==> src/rtl/sig_normalizer_pkg.sv <==
// ---------------------------------------------------------------------------
// fpu_unpack_pkg
// Shared constants and types for the significand normalizer.
//   DBL_BIAS / SGL_BIAS : IEEE-754 exponent biases
//   SIG_W               : unpacked significand width (hidden bit at SIG_W-1)
//   LZ_W                : leading-zero count width
//   norm_state_t        : normalizer FSM states
//   clamp_lz()          : limits a leading-zero count to the useful range
// ---------------------------------------------------------------------------
package fpu_unpack_pkg;

    localparam int DBL_BIAS = 1023;
    localparam int SGL_BIAS = 127;
    localparam int SIG_W    = 53;
    localparam int LZ_W     = 6;

    // Largest shift that still leaves a set bit inside the significand.
    localparam logic [LZ_W-1:0] LZ_MAX = LZ_W'(SIG_W - 1);

    typedef enum logic [1:0] {
        IDLE,
        SHIFT,
        DONE
    } norm_state_t;

    function automatic logic [LZ_W-1:0] clamp_lz(input logic [LZ_W-1:0] lz);
        return (lz > LZ_MAX) ? LZ_MAX : lz;
    endfunction

endpackage

==> src/rtl/sig_normalizer_if.sv <==
// ---------------------------------------------------------------------------
// sig_normalizer_if
// Operand and result handshake bundle for sig_normalizer.
//   in_valid/in_ready   : operand handshake (db, f, lz, e, e_z, fz)
//   out_valid/out_ready : result handshake (fn, en, zero)
// Modports: slave = the normalizer, master = the upstream/downstream driver.
// Parameter EW: width of the signed output exponent.
// ---------------------------------------------------------------------------
interface sig_normalizer_if #(
    parameter int EW = 13
);
    import fpu_unpack_pkg::*;

    logic                 in_valid;
    logic                 in_ready;
    logic                 db;
    logic [SIG_W-1:0]     f;
    logic [LZ_W-1:0]      lz;
    logic [10:0]          e;
    logic                 e_z;
    logic                 fz;
    logic                 out_valid;
    logic                 out_ready;
    logic [SIG_W-1:0]     fn;
    logic signed [EW-1:0] en;
    logic                 zero;

    modport slave (
        input  in_valid, db, f, lz, e, e_z, fz, out_ready,
        output in_ready, out_valid, fn, en, zero
    );

    modport master (
        output in_valid, db, f, lz, e, e_z, fz, out_ready,
        input  in_ready, out_valid, fn, en, zero
    );

endinterface

==> src/rtl/sig_normalizer_shift_stage.sv <==
// ---------------------------------------------------------------------------
// sig_shift_stage
// Combinational bounded left shifter: shifts fn_i by min(rem_i, SHIFT_STEP)
// and returns the shifted significand plus the remaining shift count.
//   fn_i  / fn_o  : significand before / after this step
//   rem_i / rem_o : remaining shift before / after this step
// Parameter SHIFT_STEP: largest shift applied in one step (1..53).
// ---------------------------------------------------------------------------
module sig_shift_stage
    import fpu_unpack_pkg::*;
#(
    parameter int SHIFT_STEP = 16
) (
    input  logic [SIG_W-1:0] fn_i,
    input  logic [LZ_W-1:0]  rem_i,
    output logic [SIG_W-1:0] fn_o,
    output logic [LZ_W-1:0]  rem_o
);

    localparam logic [LZ_W-1:0] STEP = LZ_W'(SHIFT_STEP);

    logic [LZ_W-1:0] amt;

    always_comb begin
        amt   = (rem_i < STEP) ? rem_i : STEP;
        fn_o  = fn_i << amt;
        rem_o = rem_i - amt;
    end

endmodule

==> src/rtl/sig_normalizer.sv <==
// ---------------------------------------------------------------------------
// sig_normalizer
// Normalizes unpacked significands: subnormals are left-shifted until the
// hidden bit reaches bit 52, and the raw exponent is turned into a signed
// unbiased exponent. Shifting is iterative, at most SHIFT_STEP bits/cycle.
//   clk  : clock, rising edge
//   rst  : synchronous active-high reset
//   bus  : sig_normalizer_if.slave (operand in, result out, valid/ready)
// Parameters: SHIFT_STEP (1..53), EW (output exponent width).
// Build option SIG_NORM_FAST_EN: full barrel shift at accept, so SHIFT is
// never entered and latency is always one cycle; results are identical.
// ---------------------------------------------------------------------------
module sig_normalizer
    import fpu_unpack_pkg::*;
#(
    parameter int SHIFT_STEP = 16,
    parameter int EW         = 13
) (
    input logic             clk,
    input logic             rst,
    sig_normalizer_if.slave bus
);

    norm_state_t          state_q, state_d;
    logic [SIG_W-1:0]     fn_q, fn_d, fn_load, fn_step;
    logic [LZ_W-1:0]      rem_q, rem_d, rem_load, rem_step, lz_c;
    logic signed [EW-1:0] en_q, en_d, en_load;
    logic                 zero_q, zero_d, zero_load;
    logic                 subnormal, accept;
    logic [EW-1:0]        bias, e_eff;

    sig_shift_stage #(
        .SHIFT_STEP (SHIFT_STEP)
    ) u_shift (
        .fn_i  (fn_q),
        .rem_i (rem_q),
        .fn_o  (fn_step),
        .rem_o (rem_step)
    );

    // Operand decode: everything the registers need on an accept edge.
    // NOTE: every output of a combinational block gets a default first so no
    // path leaves it unassigned (which would infer a latch).
    always_comb begin
        lz_c      = clamp_lz(bus.lz);
        subnormal = bus.e_z & ~bus.fz;
        zero_load = bus.e_z & bus.fz;
        bias      = bus.db ? EW'(DBL_BIAS) : EW'(SGL_BIAS);
        // Single precision keeps its exponent in [7:0]; upper bits are junk.
        e_eff     = bus.db ? EW'(bus.e) : EW'(bus.e[7:0]);
        fn_load   = bus.f;
        rem_load  = '0;
        en_load   = e_eff - bias;
        if (zero_load) begin
            fn_load = '0;
            en_load = '0;
        end else if (subnormal) begin
            // Subnormals behave as exponent 1, minus the normalizing shift.
            en_load = EW'(1) - bias - EW'(lz_c);
`ifdef SIG_NORM_FAST_EN
            fn_load = bus.f << lz_c;
`else
            rem_load = lz_c;
`endif
        end
    end

    // Output process.
    always_comb begin
        bus.in_ready  = (state_q == IDLE) | ((state_q == DONE) & bus.out_ready);
        bus.out_valid = (state_q == DONE);
    end

    assign accept   = bus.in_valid & bus.in_ready;
    assign bus.fn   = fn_q;
    assign bus.en   = en_q;
    assign bus.zero = zero_q;

    // Next-state process.
    always_comb begin
        state_d = state_q;
        unique case (state_q)
            IDLE:  if (accept) state_d = (rem_load != '0) ? SHIFT : DONE;
            SHIFT: if (rem_step == '0) state_d = DONE;
            DONE: begin
                if (bus.out_ready) begin
                    // Back-to-back: a new operand may replace the drained one.
                    if (accept) state_d = (rem_load != '0) ? SHIFT : DONE;
                    else        state_d = IDLE;
                end
            end
            default: state_d = IDLE;
        endcase
    end

    // Datapath next values. Accept never coincides with SHIFT (in_ready=0).
    always_comb begin
        fn_d   = fn_q;
        rem_d  = rem_q;
        en_d   = en_q;
        zero_d = zero_q;
        if (accept) begin
            fn_d   = fn_load;
            rem_d  = rem_load;
            en_d   = en_load;
            zero_d = zero_load;
        end else if (state_q == SHIFT) begin
            fn_d  = fn_step;
            rem_d = rem_step;
        end
    end

    // State register.
    // NOTE: sequential state uses non-blocking assignments so every register
    // samples the pre-edge values, independent of statement order.
    always_ff @(posedge clk) begin
        if (rst) begin
            state_q <= IDLE;
            fn_q    <= '0;
            rem_q   <= '0;
            en_q    <= '0;
            zero_q  <= 1'b0;
        end else begin
            state_q <= state_d;
            fn_q    <= fn_d;
            rem_q   <= rem_d;
            en_q    <= en_d;
            zero_q  <= zero_d;
        end
    end

endmodule

==> src/flat_wrapper.sv <==
// flat-port wrapper written by rule: the top's interface ports become plain ports
module sig_normalizer_flat import fpu_unpack_pkg::*;
#(
    parameter int SHIFT_STEP = 16,
    parameter int EW         = 13
)
  (clk, rst, bus_in_valid, bus_db, bus_f, bus_lz, bus_e, bus_e_z, bus_fz, bus_out_ready, bus_in_ready, bus_out_valid, bus_fn, bus_en, bus_zero);
  sig_normalizer_if #(.EW(EW)) bus_i ();
  input logic clk;
  input logic rst;
  input wire logic [$bits(bus_i.in_valid)-1:0] bus_in_valid;
  input wire logic [$bits(bus_i.db)-1:0] bus_db;
  input wire logic [$bits(bus_i.f)-1:0] bus_f;
  input wire logic [$bits(bus_i.lz)-1:0] bus_lz;
  input wire logic [$bits(bus_i.e)-1:0] bus_e;
  input wire logic [$bits(bus_i.e_z)-1:0] bus_e_z;
  input wire logic [$bits(bus_i.fz)-1:0] bus_fz;
  input wire logic [$bits(bus_i.out_ready)-1:0] bus_out_ready;
  output wire logic [$bits(bus_i.in_ready)-1:0] bus_in_ready;
  output wire logic [$bits(bus_i.out_valid)-1:0] bus_out_valid;
  output wire logic [$bits(bus_i.fn)-1:0] bus_fn;
  output wire logic [$bits(bus_i.en)-1:0] bus_en;
  output wire logic [$bits(bus_i.zero)-1:0] bus_zero;
  assign bus_i.in_valid = bus_in_valid;
  assign bus_i.db = bus_db;
  assign bus_i.f = bus_f;
  assign bus_i.lz = bus_lz;
  assign bus_i.e = bus_e;
  assign bus_i.e_z = bus_e_z;
  assign bus_i.fz = bus_fz;
  assign bus_i.out_ready = bus_out_ready;
  assign bus_in_ready = bus_i.in_ready;
  assign bus_out_valid = bus_i.out_valid;
  assign bus_fn = bus_i.fn;
  assign bus_en = bus_i.en;
  assign bus_zero = bus_i.zero;
  sig_normalizer #(.SHIFT_STEP(SHIFT_STEP), .EW(EW)) u_core (.clk(clk), .rst(rst), .bus(bus_i));
endmodule
==> config.mk <==
export PLATFORM = sky130hd
export DESIGN_NAME = sig_normalizer_flat
export DESIGN_NICKNAME = d
export VERILOG_FILES = /design/src/rtl/sig_normalizer_pkg.sv /design/src/rtl/sig_normalizer_if.sv /design/src/rtl/sig_normalizer_shift_stage.sv /design/src/rtl/sig_normalizer.sv /design/src/flat_wrapper.sv
export SDC_FILE = /design/constraint.sdc
export NUM_CORES = 1
export LEC_CHECK = 0
export BUFFER_PORTS_ARGS = -buffer_cell sky130_fd_sc_hd__buf_2
export CORE_UTILIZATION = 35
export DETAILED_ROUTE_END_ITERATION = 7
export HOLD_SLACK_MARGIN = 0.08
export SLEW_MARGIN = 5
export SYNTH_ARGS = -nofsm -noshare
export SYNTH_HDL_FRONTEND = slang
export SYNTH_SLANG_ARGS = --single-unit
==> constraint.sdc <==
create_clock -name clk -period 2.9 [get_ports clk]
set_input_delay 0.58 -clock clk [delete_from_list [all_inputs] [get_ports clk]]
set_output_delay 0.58 -clock clk [all_outputs]
set_load 0.01 [all_outputs]
---- Word-level counts from Yosys, hierarchy flattened ----
Index checks and enable logic that the tools add are counted.
word-level totals
  flip-flop bits (word level) ............. 75
  input bits .............................. 77
  output and inout port bits .............. 69
  word-level logic and storage cells ...... 47
cells by class
  add/sub/neg operators ................... 4
  $lt $le $gt $ge ......................... 2
  equal/unequal tests ..................... 5
  shift-type cells ........................ 1
  muxes and demuxes ....................... 19
  bitwise logic cells ..................... 6
  reductions and logical operators ........ 5
operators by type and width
  kind                                                  count
  two-way mux 53 bit                                    3
  << shifter 53 x 6 -> 53 bit                           1
  two-way mux 6 bit                                     6
  two-way mux 13 bit                                    2
  subtractor 1 x 13 -> 13 bit (first input constant)    1
  subtractor 13 bit                                     1
  subtractor 13 x 6 -> 13 bit                           1
  two-way mux 11 bit                                    1
  two-way mux 10 bit                                    1
  two-way mux 2 bit                                     5
  > comparator 6 bit (second input constant)            1
  zero test 6 bit                                       1
  < comparator 6 x 5 -> 1 bit (second input constant)   1
  one-hot mux 2 bit (3 select lines)                    1
  nonzero test 6 bit                                    1
  subtractor 6 bit                                      1
  AND 1 bit                                             4
  != test 2 x 1 -> 1 bit (second input constant)        2
  AND reduction 3 bit                                   1
  equality test 2 x 1 -> 1 bit (second input constant)  1
  equality test 2 bit (second input constant)           1
  zero test 2 bit                                       1
  != test 2 bit (second input constant)                 1
  nonzero test 2 bit                                    1
  2 further kinds                                       2

---- Logic depth before layout (Yosys ltp) ----
Gate-level depths: netlist (run 1).
  word-level depth ........................ 9
  depth in mapped cells ................... 12

---- By module ----
A second synthesis (run 1) with hierarchy kept.
second synthesis, totals
  cells, all modules ...................... 1044
  area, all modules ....................... 7255.7 um2
modules (own cells, without submodules)
  module           times used  cells each  area an instance (um2)  seq. area each (um2)
  sig_shift_stage  1           564         3654.8                  0.0
  sig_normalizer   1           480         3601.0                  1481.4

---- Least setup slack after synthesis (run 1) ----
OpenSTA, ideal clock, no wires.
  kind .................................... flip-flop to flip-flop
  start ................................... register u_core.rem_q[5]
  end ..................................... register u_core.state_q[1]
  setup time .............................. 0.132 ns
  arrival time ............................ 2.387 ns
  slack ................................... 0.381 ns
  stages on the path, launching flop included .. 13
  period minus slack after synthesis ...... 2.519 ns
  path through ............................ dfxtp_1 or2_0 clkbuf_1 buf_2 buf_1 nand2_1 ha_1 nor4_1 mux2i_1 o21ai_0 and3_1 a211oi_1 nor3_1
between the ends
  cells in the longest elaborated chain, start to end .. 6
RTL lines
  what                                  line                              text
  from (decl)                           sig_normalizer.sv:26              logic [LZ_W-1:0] rem_q, rem_d, rem_load, rem_step, lz_c;
  from (signal assigned)                sig_normalizer.sv:126             rem_q <= rem_d;
  < comparator 6 x 5 -> 1 bit           sig_normalizer_shift_stage.sv:25  amt = (rem_i < STEP) ? rem_i : STEP;
  two-way mux 6 bit                     sig_normalizer_shift_stage.sv:25
  subtractor 6 bit (*)                  sig_normalizer_shift_stage.sv:27  rem_o = rem_i - amt;
  zero test 6 bit (*)                   sig_normalizer.sv:84              SHIFT: if (rem_step == '0) state_d = DONE;
  != test 2 x 1 -> 1 bit (no line) (*)  n/a
  AND reduction 3 bit (no line) (*)     n/a
  to (signal assigned)                  sig_normalizer.sv:124             state_q <= state_d;
  to (decl)                             sig_normalizer.sv:24              norm_state_t state_q, state_d;
Every way passes the cells marked *; elsewhere a longest branch is shown, timed or not.
A chain may end at the register's enable or synchronous reset.

---- Worst setup path after layout (run 1) ----
  start ................................... register u_core.rem_q[4]
  end ..................................... register u_core.fn_q[21], in the netlist u_core.bus.fn[21]
between the ends
  cells in the longest elaborated chain, start to end .. 5
RTL lines
  what                             line                              text
  < comparator 6 x 5 -> 1 bit      sig_normalizer_shift_stage.sv:25
  two-way mux 6 bit (*)            sig_normalizer_shift_stage.sv:25
  << shifter 53 x 6 -> 53 bit (*)  sig_normalizer_shift_stage.sv:26  fn_o = fn_i << amt;
  two-way mux 53 bit (*)           sig_normalizer.sv:107             end else if (state_q == SHIFT) begin
  two-way mux 53 bit (*)           sig_normalizer.sv:102             if (accept) begin
  to (signal assigned)             sig_normalizer.sv:125             fn_q <= fn_d;
  to (decl)                        sig_normalizer.sv:25              logic [SIG_W-1:0] fn_q, fn_d, fn_load, fn_step;
Every way passes the cells marked *; elsewhere a longest branch is shown, timed or not. The select of a mux whose other input is x is not followed.

==> results.toml, run 1 <==
[outcome]
status = "complete, no violations"

[logic_synthesis]
synth_common_cells = "nor2_1 (107), nand2_1 (99), dfxtp_1 (75), a21oi_1 (56), mux2i_1 (51)"
netlist_area_um2 = 6720
synth-simple-area-share_pct = 20.8
synthArstFlopShare_pct = 0
synthAdderAreaFrac_pct = 1.57
synth-xor-area-share_pct = 1.30
synthTopCellsByArea = "dfxtp_1 (22%), mux2i_1 (7.6%), nor2_1 (6.0%)"
syn-num-nets = 967
synth_mux_area_share_pct = 12.5
synth.distinct_cells = 72
synth_enable_flop_cells = 0
syn_inst = 883
yosys_warnings = 0
yosysTopAreaCellShare_pct = 22.4
yosys.area.top_type = "dfxtp_1"
synth_top_family_by_area = "compound AO/OA/AOI/OAI gates"
synth_compound_area_share_pct = 35.0
ys_ff_latch = 75
ys_seq_area_share_pct = 22.4
synth_flop_cell = "dfxtp_1"
yosysMostFrequentCell = "nor2_1"
syn_avg_cell_area_um2 = 7.60

[worst_setup_path]
path_class = "register to register"
cp.required_ps = 3120
cp_cell_sequence = "or2_0 > or2_1 > o221a_2 > a22oi_1 > and3_1 > a2111oi_0"
worst_setup_path_end_kind = "register"
cp_slowest_stage_delay_ps = 590
slowest_stage = "or2_1"
crit_fanout = 13
critical_path.startpoint_type = "register"
cp_data_arrival_time_ps = 2810

[drt]
drtAntennaViolNets = 0
dr.pass1.iters = 6
dr_total_vias = 8094
drc_errors = 0
post_drt_wl_per_cell_um = 24.6
drt_wl_total_mm = 30.5
viasPerCell = 6.53
initialDrtViolationCount = 1040

[cts]
clkSinkCount = 75
post_cts.repair.setup_buffers = 0
cts.path.max_buffers = 2
cts_resized = 0
cts-hold-fix-buffers = 0
cts_htree_levels = 3
clk-insertion-delay-late_ps = 360
path_clk_slew_ps = 60
cts_tree = "yes"
cts_root_buf = "clkbuf_16"
cts_buffers = 9

[floorplan]
start_util_pct = 35.8
fp.coreArea_um2 = 18800
dieArea_um2 = 19700
rows = 50
dieWidth_um = 141
pin_count = 146
die_h_um = 141

[power_and_ir_drop]
ir_worst_vdd_mv = 0.308
p_per_area_nw_per_um2 = 522
p_leak_uw = 0.00323

[sta]
finClkSkew_ps = 12.4
grt_setup_unrepaired = "false"
relSlewSlack_pct = 42.6
tns_ps = 0
setup_viol_count_final = 0
tightest_slew_ps = 859
timing.final.ws_setup_ps = 310
finalCriticalPeriod_ps = 2590
hold_viol_final = 0
fmax_mhz = 386
finalCritPeriodShare_pct = 89.3
maxSlewViolCount = 0

[placed_design]
gp_congestion = 0.982
post-place-ws_ps = 409
hpwlAfterDp_mm = 21.9
io_buffers = 145

[grt]
antenna_found_initial = 0
grt_overflow = 0
grt_pass1_wl_mm = 46.0
grt_usage_pct = 30.8
grt_max_degree = 37
grt_pass1_vias = 7502

[job]
max-cap-violations = 0

[cells_and_area]
utilization_pct = 43.4
area_growth_pct = 21.3
fin_nets = 1085
drive_above_1_share_pct = 27.5
num_antenna_cells = 0

[worst_hold_path]
hold_path.class = "register to register"
-- cell type report --
cell class	instances	area, um^2
Fill cell	1986	10600
Multi-Input combinational cell	710	4820
Sequential cell	75	1500
Timing Repair Buffer	193	1150
Tap cell	234	293
Clock buffer	12	236
Clock inverter	4	98.8
Inverter	12	45.0
-- flip-flops by register name, summed over array words and instances, names as in the netlist --
signal,flops
u_core.state_q,2
u_core.bus.fn,53
u_core.rem_q,6
u_core.bus.en,13
u_core.bus.zero,1
-- layout by cell type (no fill, tap or decap), drive strengths merged, types with 5 or more instances in the layout --
cell type,synthesis,final
buf,38,193
nor2,109,109
nand2,99,99
dfxtp,75,75
a21oi,56,56
mux2i,51,51
nor3,42,42
a221oi,37,37
o21ai,33,33
o221a,28,28
mux2,23,23
a211oi,21,21
a221o,20,20
o221ai,14,14
inv,12,12
a22oi,12,12
clkbuf,48,12
o22ai,11,11
a22o,9,9
nor2b,8,8
nand2b,7,7
nand3,7,7
xnor2,7,7
a311oi,7,7
ha,6,6
and3,6,6
or2,6,6
nor4,5,5
a2bb2oi,5,5
o21bai,5,5
o21a,5,5
o22a,5,5
a21o,5,5
nor3b,5,5
-- where the power goes --
| part | switching, uW | internal, uW | total, uW |
|---|---|---|---|
| logic | 905 | 636 | 1540 |
| clock network | 491 | 845 | 1340 |
| registers | 232 | 1140 | 1370 |
| total | 1630 | 2620 | 4250 |
-- path summary, 6_finish.rpt --
check                           end  cells after the start  slack, ps              start
setup / recovery  u_core.bus.fn[21]                      6        310    u_core.rem_q[4]
hold / removal    u_core.bus.en[10]                      2        450  u_core.bus.en[10]
setup reg to reg  u_core.bus.fn[21]                      6        310    u_core.rem_q[4]
hold reg to reg   u_core.bus.en[10]                      2        450  u_core.bus.en[10]
-- logic make-up (layout without fill, tap and decap cells) --
| group | Yosys count | count (layout) |
|---|---|---|
| adder cells (fa/ha/maj) | 8 | 8 |
| buffers and inverters | 98 | 221 |
| flip-flops | 75 | 75 |
| other | 1 | 1 |
| AND/OR/NAND/NOR | 309 | 309 |
| AO/OA/AOI/OAI | 305 | 305 |
| multiplexers | 77 | 77 |
| XOR/XNOR | 10 | 10 |
-- metal layers --
metal	track usage [%]	up-vias	share of wire (%)
li1	-	3633	-
met1	40.7	3796	41
met2	46.1	551	43
met3	7.59	114	11
met4	16.4	0	5.1
met5	0	-	0
-- through the flow --
step	std cells	hold slack (ps)	instance area, um^2	total power (uW)
3_5_place_dp	1224	438	7810	2890
3_3_place_gp	1224	431	7810	2890
4_1_cts	1240	455	8140	4230
6_report	1240	449	8140	4250
5_1_grt	1240	484	8140	4430
2_1_floorplan	883	467	6720	2260
-- worst max-delay path: cells and delay by family, from the launching register on --
kind	cells	cell delay, ps
flip-flops	1	450
AO/OA/AOI/OAI	3	860
AND/OR/NAND/NOR	3	1140
No activity file was read; power rests on OpenSTA's default activity.
==> run 2: changes to the inputs <==
Settings changed: CORE_UTILIZATION 35 to 50, PLACE_DENSITY set to 0.74.
Clock period 2.9 ns to 2.4 ns, I/O delays scaled along.
==> run 2 against run 1 <==
Against the previous run:
- global-route usage grew 11 points
- clock power about the same
- non-clock buffer count rose by 54
- critical path depth unchanged
- cell area rose by 4.3%
- power increased by 18%
- clock skew down 5.8 ps
- combinational power increased by 31%
- wire length down 3.6%
- register-to-register slack worse by 270 ps
- largest power group unchanged
==> results.toml, run 2 (same netlist as run 1, synthesis figures left out) <==
[sta]
maxSlewViolCount = 0
finalCriticalPeriod_ps = 2360
grt_setup_unrepaired = "true"
fmax_mhz = 424
whs_ps = 395
finalCritPeriodShare_pct = 98.4
tightest_slew_ps = 722
hold_viol_final = 0
timing.final.ws_setup_ps = 39.1
finClkSkew_ps = 6.59
tns_ps = 0
setup_viol_count_final = 0
relSlewSlack_pct = 51.5

[drt]
drt_wl_total_mm = 29.5
initialDrtViolationCount = 1156
dr.pass1.iters = 5
drc_errors = 0
viasPerCell = 6.87
drtAntennaViolNets = 0
dr_total_vias = 8467
post_drt_wl_per_cell_um = 23.9

[power_and_ir_drop]
p_per_area_nw_per_um2 = 588
p_leak_uw = 0.00349
sw_frac_of_total_pct = 40.7
pwr-share-seq_pct = 32.7
ir_worst_vdd_mv = 0.437
p_sw_uw = 2030
p_int_uw = 2960
clockPowerShare_pct = 26.8
comb_power_share_pct = 40.5

[placed_design]
io_buffers = 145
post-place-ws_ps = 27.6
gp_congestion = 1.01
hpwlAfterDp_mm = 21.4

[cts]
cts_htree_levels = 3
clk-insertion-delay-late_ps = 360
post_cts.repair.setup_buffers = 0
cts_buffers = 9
cts_resized = 0
cts-hold-fix-buffers = 0
cts.path.max_buffers = 2
clkSinkCount = 75
cts_root_buf = "clkbuf_16"
cts_tree = "yes"
path_clk_slew_ps = 70

[floorplan]
die_h_um = 118
rows = 41
start_util_pct = 52.2
dieWidth_um = 118
fp.coreArea_um2 = 12900
dieArea_um2 = 13900
pin_count = 146

[worst_hold_path]
hold_path.class = "input port to register"

[worst_setup_path]
cp.required_ps = 2630
path_class = "register to register"
worst_setup_path_end_kind = "register"
crit_fanout = 25
cp_data_arrival_time_ps = 2590
critical_path.startpoint_type = "register"

[cells_and_area]
utilization_pct = 66.0
fillCellCount = 1177
largest_reg_flops = 53
final_common_cell = "buf_2"
multi_input_area_um2 = 4860
area_growth_pct = 26.5
layout_common_cells = "buf_2 (145), nor2_1 (106), nand2_1 (99), buf_4 (93), dfxtp_1 (73)"
drive_above_1_share_pct = 32.1
ff_latch_area_um2 = 1500
num_antenna_cells = 0
fin_nets = 1139

[outcome]
status = "complete, no violations"

[grt]
antenna_found_initial = 0
grt_max_degree = 32
grt_usage_pct = 41.7
grt_pass1_wl_mm = 45.3
grt_overflow = 0
grt_pass1_vias = 7772

[job]
max-cap-violations = 0
-- run 2: changes by cell type in the layout (fill, tap and decap cells not counted), sizes merged --
cell / before / now
bufinv: 3 / 0
inv: 12 / 14
buf: 193 / 247
clkbuf: 12 / 9
clkinvlp: 0 / 2
clkinv: 1 / 3
-- run 2: layout make-up --
type | instances | share of cell area, %
sequential | 75 | 17.7
inverter | 12 | 0.530
clock buffer | 9 | 2.65
clock inverter | 7 | 0.604
timing repair buffer | 247 | 18.8
tap | 172 | 2.53
multi-input combinational | 710 | 57.2
-- run 2: stage by stage --
stage / cell area, um^2 / instances / power (uW)
after floorplan: 6720 / 883 / 2730
after global placement: 8170 / 1216 / 3580
after detailed placement: 8170 / 1216 / 3580
after CTS: 8450 / 1232 / 4900
after global routing: 8490 / 1232 / 5180
final: 8490 / 1232 / 5000
-- run 2: worst max-delay path, stage by stage, from the launching register on --
cell	delay, ps
dfxtp_1	340
buf_4	170
or4b_4	660
o221a_2	350
mux4_2	490
nor2_1	100
o22ai_1	90
-- run 2: power by group through the flow --
stage,Clock [uW],Sequential [uW],Combinational (uW)
2_1_floorplan,0,1610,1120
3_3_place_gp,0,1650,1930
3_5_place_dp,0,1650,1940
4_1_cts,1340,1620,1950
5_1_grt,1390,1640,2150
6_report,1340,1640,2020
-- run 2: per-layer routing --
metal | track usage [%] | vias to the layer above | routed length [um]
li1 | - | 3749 | -
met1 | 54.1 | 3920 | 11700
met2 | 63.2 | 669 | 12800
met3 | 10.1 | 129 | 3350
met4 | 23.0 | 0 | 1640
met5 | 0 | - | 0
-- run 2: worst paths after layout --
path | start | end | slack (ps) | depth (start not counted)
hold reg to reg | u_core.bus.en[10] | u_core.bus.en[10] | 450 | 2
setup reg to reg | u_core.rem_q[4] | u_core.bus.fn[27] | 40 | 6
setup / recovery | u_core.rem_q[4] | u_core.bus.fn[27] | 40 | 6
hold / removal | bus_f[9] | u_core.bus.fn[9] | 400 | 3
==> run 3: changes to the inputs <==
Settings changed: CORE_MARGIN set to 1, CORE_UTILIZATION 50 to 56, PLACE_DENSITY 0.74 to 0.82.
==> run 3 against run 2 <==
Against the previous run:
- register-to-register slack got worse by 40 ps
- count of clock-buffer cells in the layout increased by 1
- setup slack got worse by 39 ps
- global-route usage increased by 2.2 points
- the run now ends with design-rule violations left
- sequential share of layout area increased by 0.58 points
- first-iteration DRC count increased by 18%
- critical path depth unchanged
- clock skew increased by 1.5 ps
- largest power group unchanged
- sequential cell count unchanged
- via count decreased by 0.81%
==> results.toml, run 3 (same netlist as run 1, synthesis figures left out) <==
[power_and_ir_drop]
total_power_uw = 5090
ir_worst_vdd_mv = 0.512
p_leak_uw = 0.00334
p_per_area_nw_per_um2 = 620

[cts]
cts.path.max_buffers = 2
post_cts.repair.setup_buffers = 0
clkSinkCount = 75
cts_root_buf = "clkbuf_16"
cts_tree = "yes"
cts_buffers = 9
cts-hold-fix-buffers = 0
path_clk_slew_ps = 70
cts_resized = 0
cts_htree_levels = 3
clk-insertion-delay-late_ps = 360

[worst_setup_path]
r2r_cells = 6
worstSetupEndpoint = "u_core.bus.fn[27]"
cp_data_arrival_time_ps = 2620
cp_cell_sequence = "buf_4 > or4b_4 > o221a_2 > mux4_2 > nor2_1 > o22ai_1"
r2r-end = "u_core.bus.fn[27]"
crit_fanout = 25
critPathLaunch = "u_core.rem_q[5]"
path_class = "register to register"
r2r_setup_slack_ps = 0.1
cp_slowest_stage_delay_ps = 720
r2r-start = "u_core.rem_q[5]"
worst_setup_path_end_kind = "register"
critical_path.startpoint_type = "register"
cp.required_ps = 2620
slowest_stage = "or4b_4"

[sta]
tightest_slew_ps = 538
finalCritPeriodShare_pct = 100
maxSlewViolCount = 0
fmax_mhz = 417
finClkSkew_ps = 8.11
hold_viol_final = 0
grt_setup_unrepaired = "true"
finalCriticalPeriod_ps = 2400
timing.final.ws_setup_ps = 0.111
relSlewSlack_pct = 64.1
setup_viol_count_final = 0

[drt]
dr_total_vias = 8398
dr.pass1.iters = 8
drc_errors = 8
post_drt_wl_per_cell_um = 23.7
drtAntennaViolNets = 0
initialDrtViolationCount = 1359
viasPerCell = 7.21
drt_wl_total_mm = 27.6

[cells_and_area]
multi_input_area_um2 = 4840
ff_latch_area_um2 = 1500
fin_cells = 1164
finalInstanceArea_um2 = 8210
fin_nets = 1100
num_antenna_cells = 0
area_growth_pct = 22.3
final_common_cell = "buf_2"
drive_above_1_share_pct = 29.4
layout_common_cells = "buf_2 (145), nor2_1 (105), nand2_1 (99), dfxtp_1 (74)"
fillCellCount = 985
largest_reg_flops = 53

[floorplan]
dieArea_um2 = 12400
die_h_um = 112
fp.coreArea_um2 = 11600
pin_count = 146
rows = 39
dieWidth_um = 112
start_util_pct = 58.1

[placed_design]
hpwlAfterDp_mm = 19.1
placed_area_um2 = 7860
gp_congestion = 1.05
io_buffers = 145
post-place-ws_ps = 50.6
placed_cells = 1148

[worst_hold_path]
hold_path.class = "input port to register"

[grt]
grt_pass1_wl_mm = 43.0
grt_usage_pct = 43.9
grt_pass1_vias = 7783
grt_max_degree = 55
antenna_found_initial = 0
grt_overflow = 0

[job]
max-cap-violations = 0

[outcome]
violations = "design-rule violations"
status = "complete, but fails checks"
[run 3: worst min path at each step]
stage / start / cells after the start / to
2_1_floorplan: u_core.bus.en[10] / 2 / u_core.bus.en[10]
3_3_place_gp: u_core.bus.en[12] / 2 / u_core.bus.en[12]
3_5_place_dp: u_core.bus.en[12] / 2 / u_core.bus.en[12]
4_1_cts: bus_f[9] / 3 / u_core.bus.fn[9]
5_1_grt: bus_f[22] / 3 / u_core.bus.fn[22]
6_report: bus_f[22] / 3 / u_core.bus.fn[22]
[run 3: worst max-delay path, delay by kind of cell (launching register included)]
| family | cells | cell delay (ps) |
|---|---|---|
| and+or+nand+nor | 2 | 820 |
| buffers and inverters | 1 | 180 |
| AOI/OAI and AO/OA | 2 | 460 |
| muxes | 1 | 460 |
| DFF | 1 | 340 |
[run 3: layer usage]
metal	track usage, %	wire, um	up-vias
met2	65.7	11800	753
met3	12.8	3940	157
li1	-	-	3657
met4	24.1	1490	0
met5	0	0	-
met1	56.8	10400	3831
[run 3: area by class of cell]
| cell class | instances | share of cell area (%) |
|---|---|---|
| Clock inverter | 6 | 1.08 |
| Multi-Input combinational cell | 710 | 59.0 |
| Clock buffer | 10 | 2.91 |
| Sequential cell | 75 | 18.3 |
| Timing Repair Buffer | 208 | 16.0 |
| Inverter | 12 | 0.548 |
| Tap cell | 143 | 2.18 |
[run 3: through the flow]
step | utilization, % | hold slack [ps] | TNS (ps)
2_1_floorplan | - | 467 | 0
3_3_place_gp | 67.9 | 439 | 0
3_5_place_dp | 67.9 | 445 | 0
4_1_cts | 70.8 | 415 | 0
5_1_grt | 71.0 | 452 | -259
6_report | 71.0 | 423 | 0
[run 3: power by group]
group	switching [uW]	total (uW)	internal [uW]
clock	602	1540	939
combinational	1100	1910	815
sequential	256	1640	1380
total	1960	5090	3130
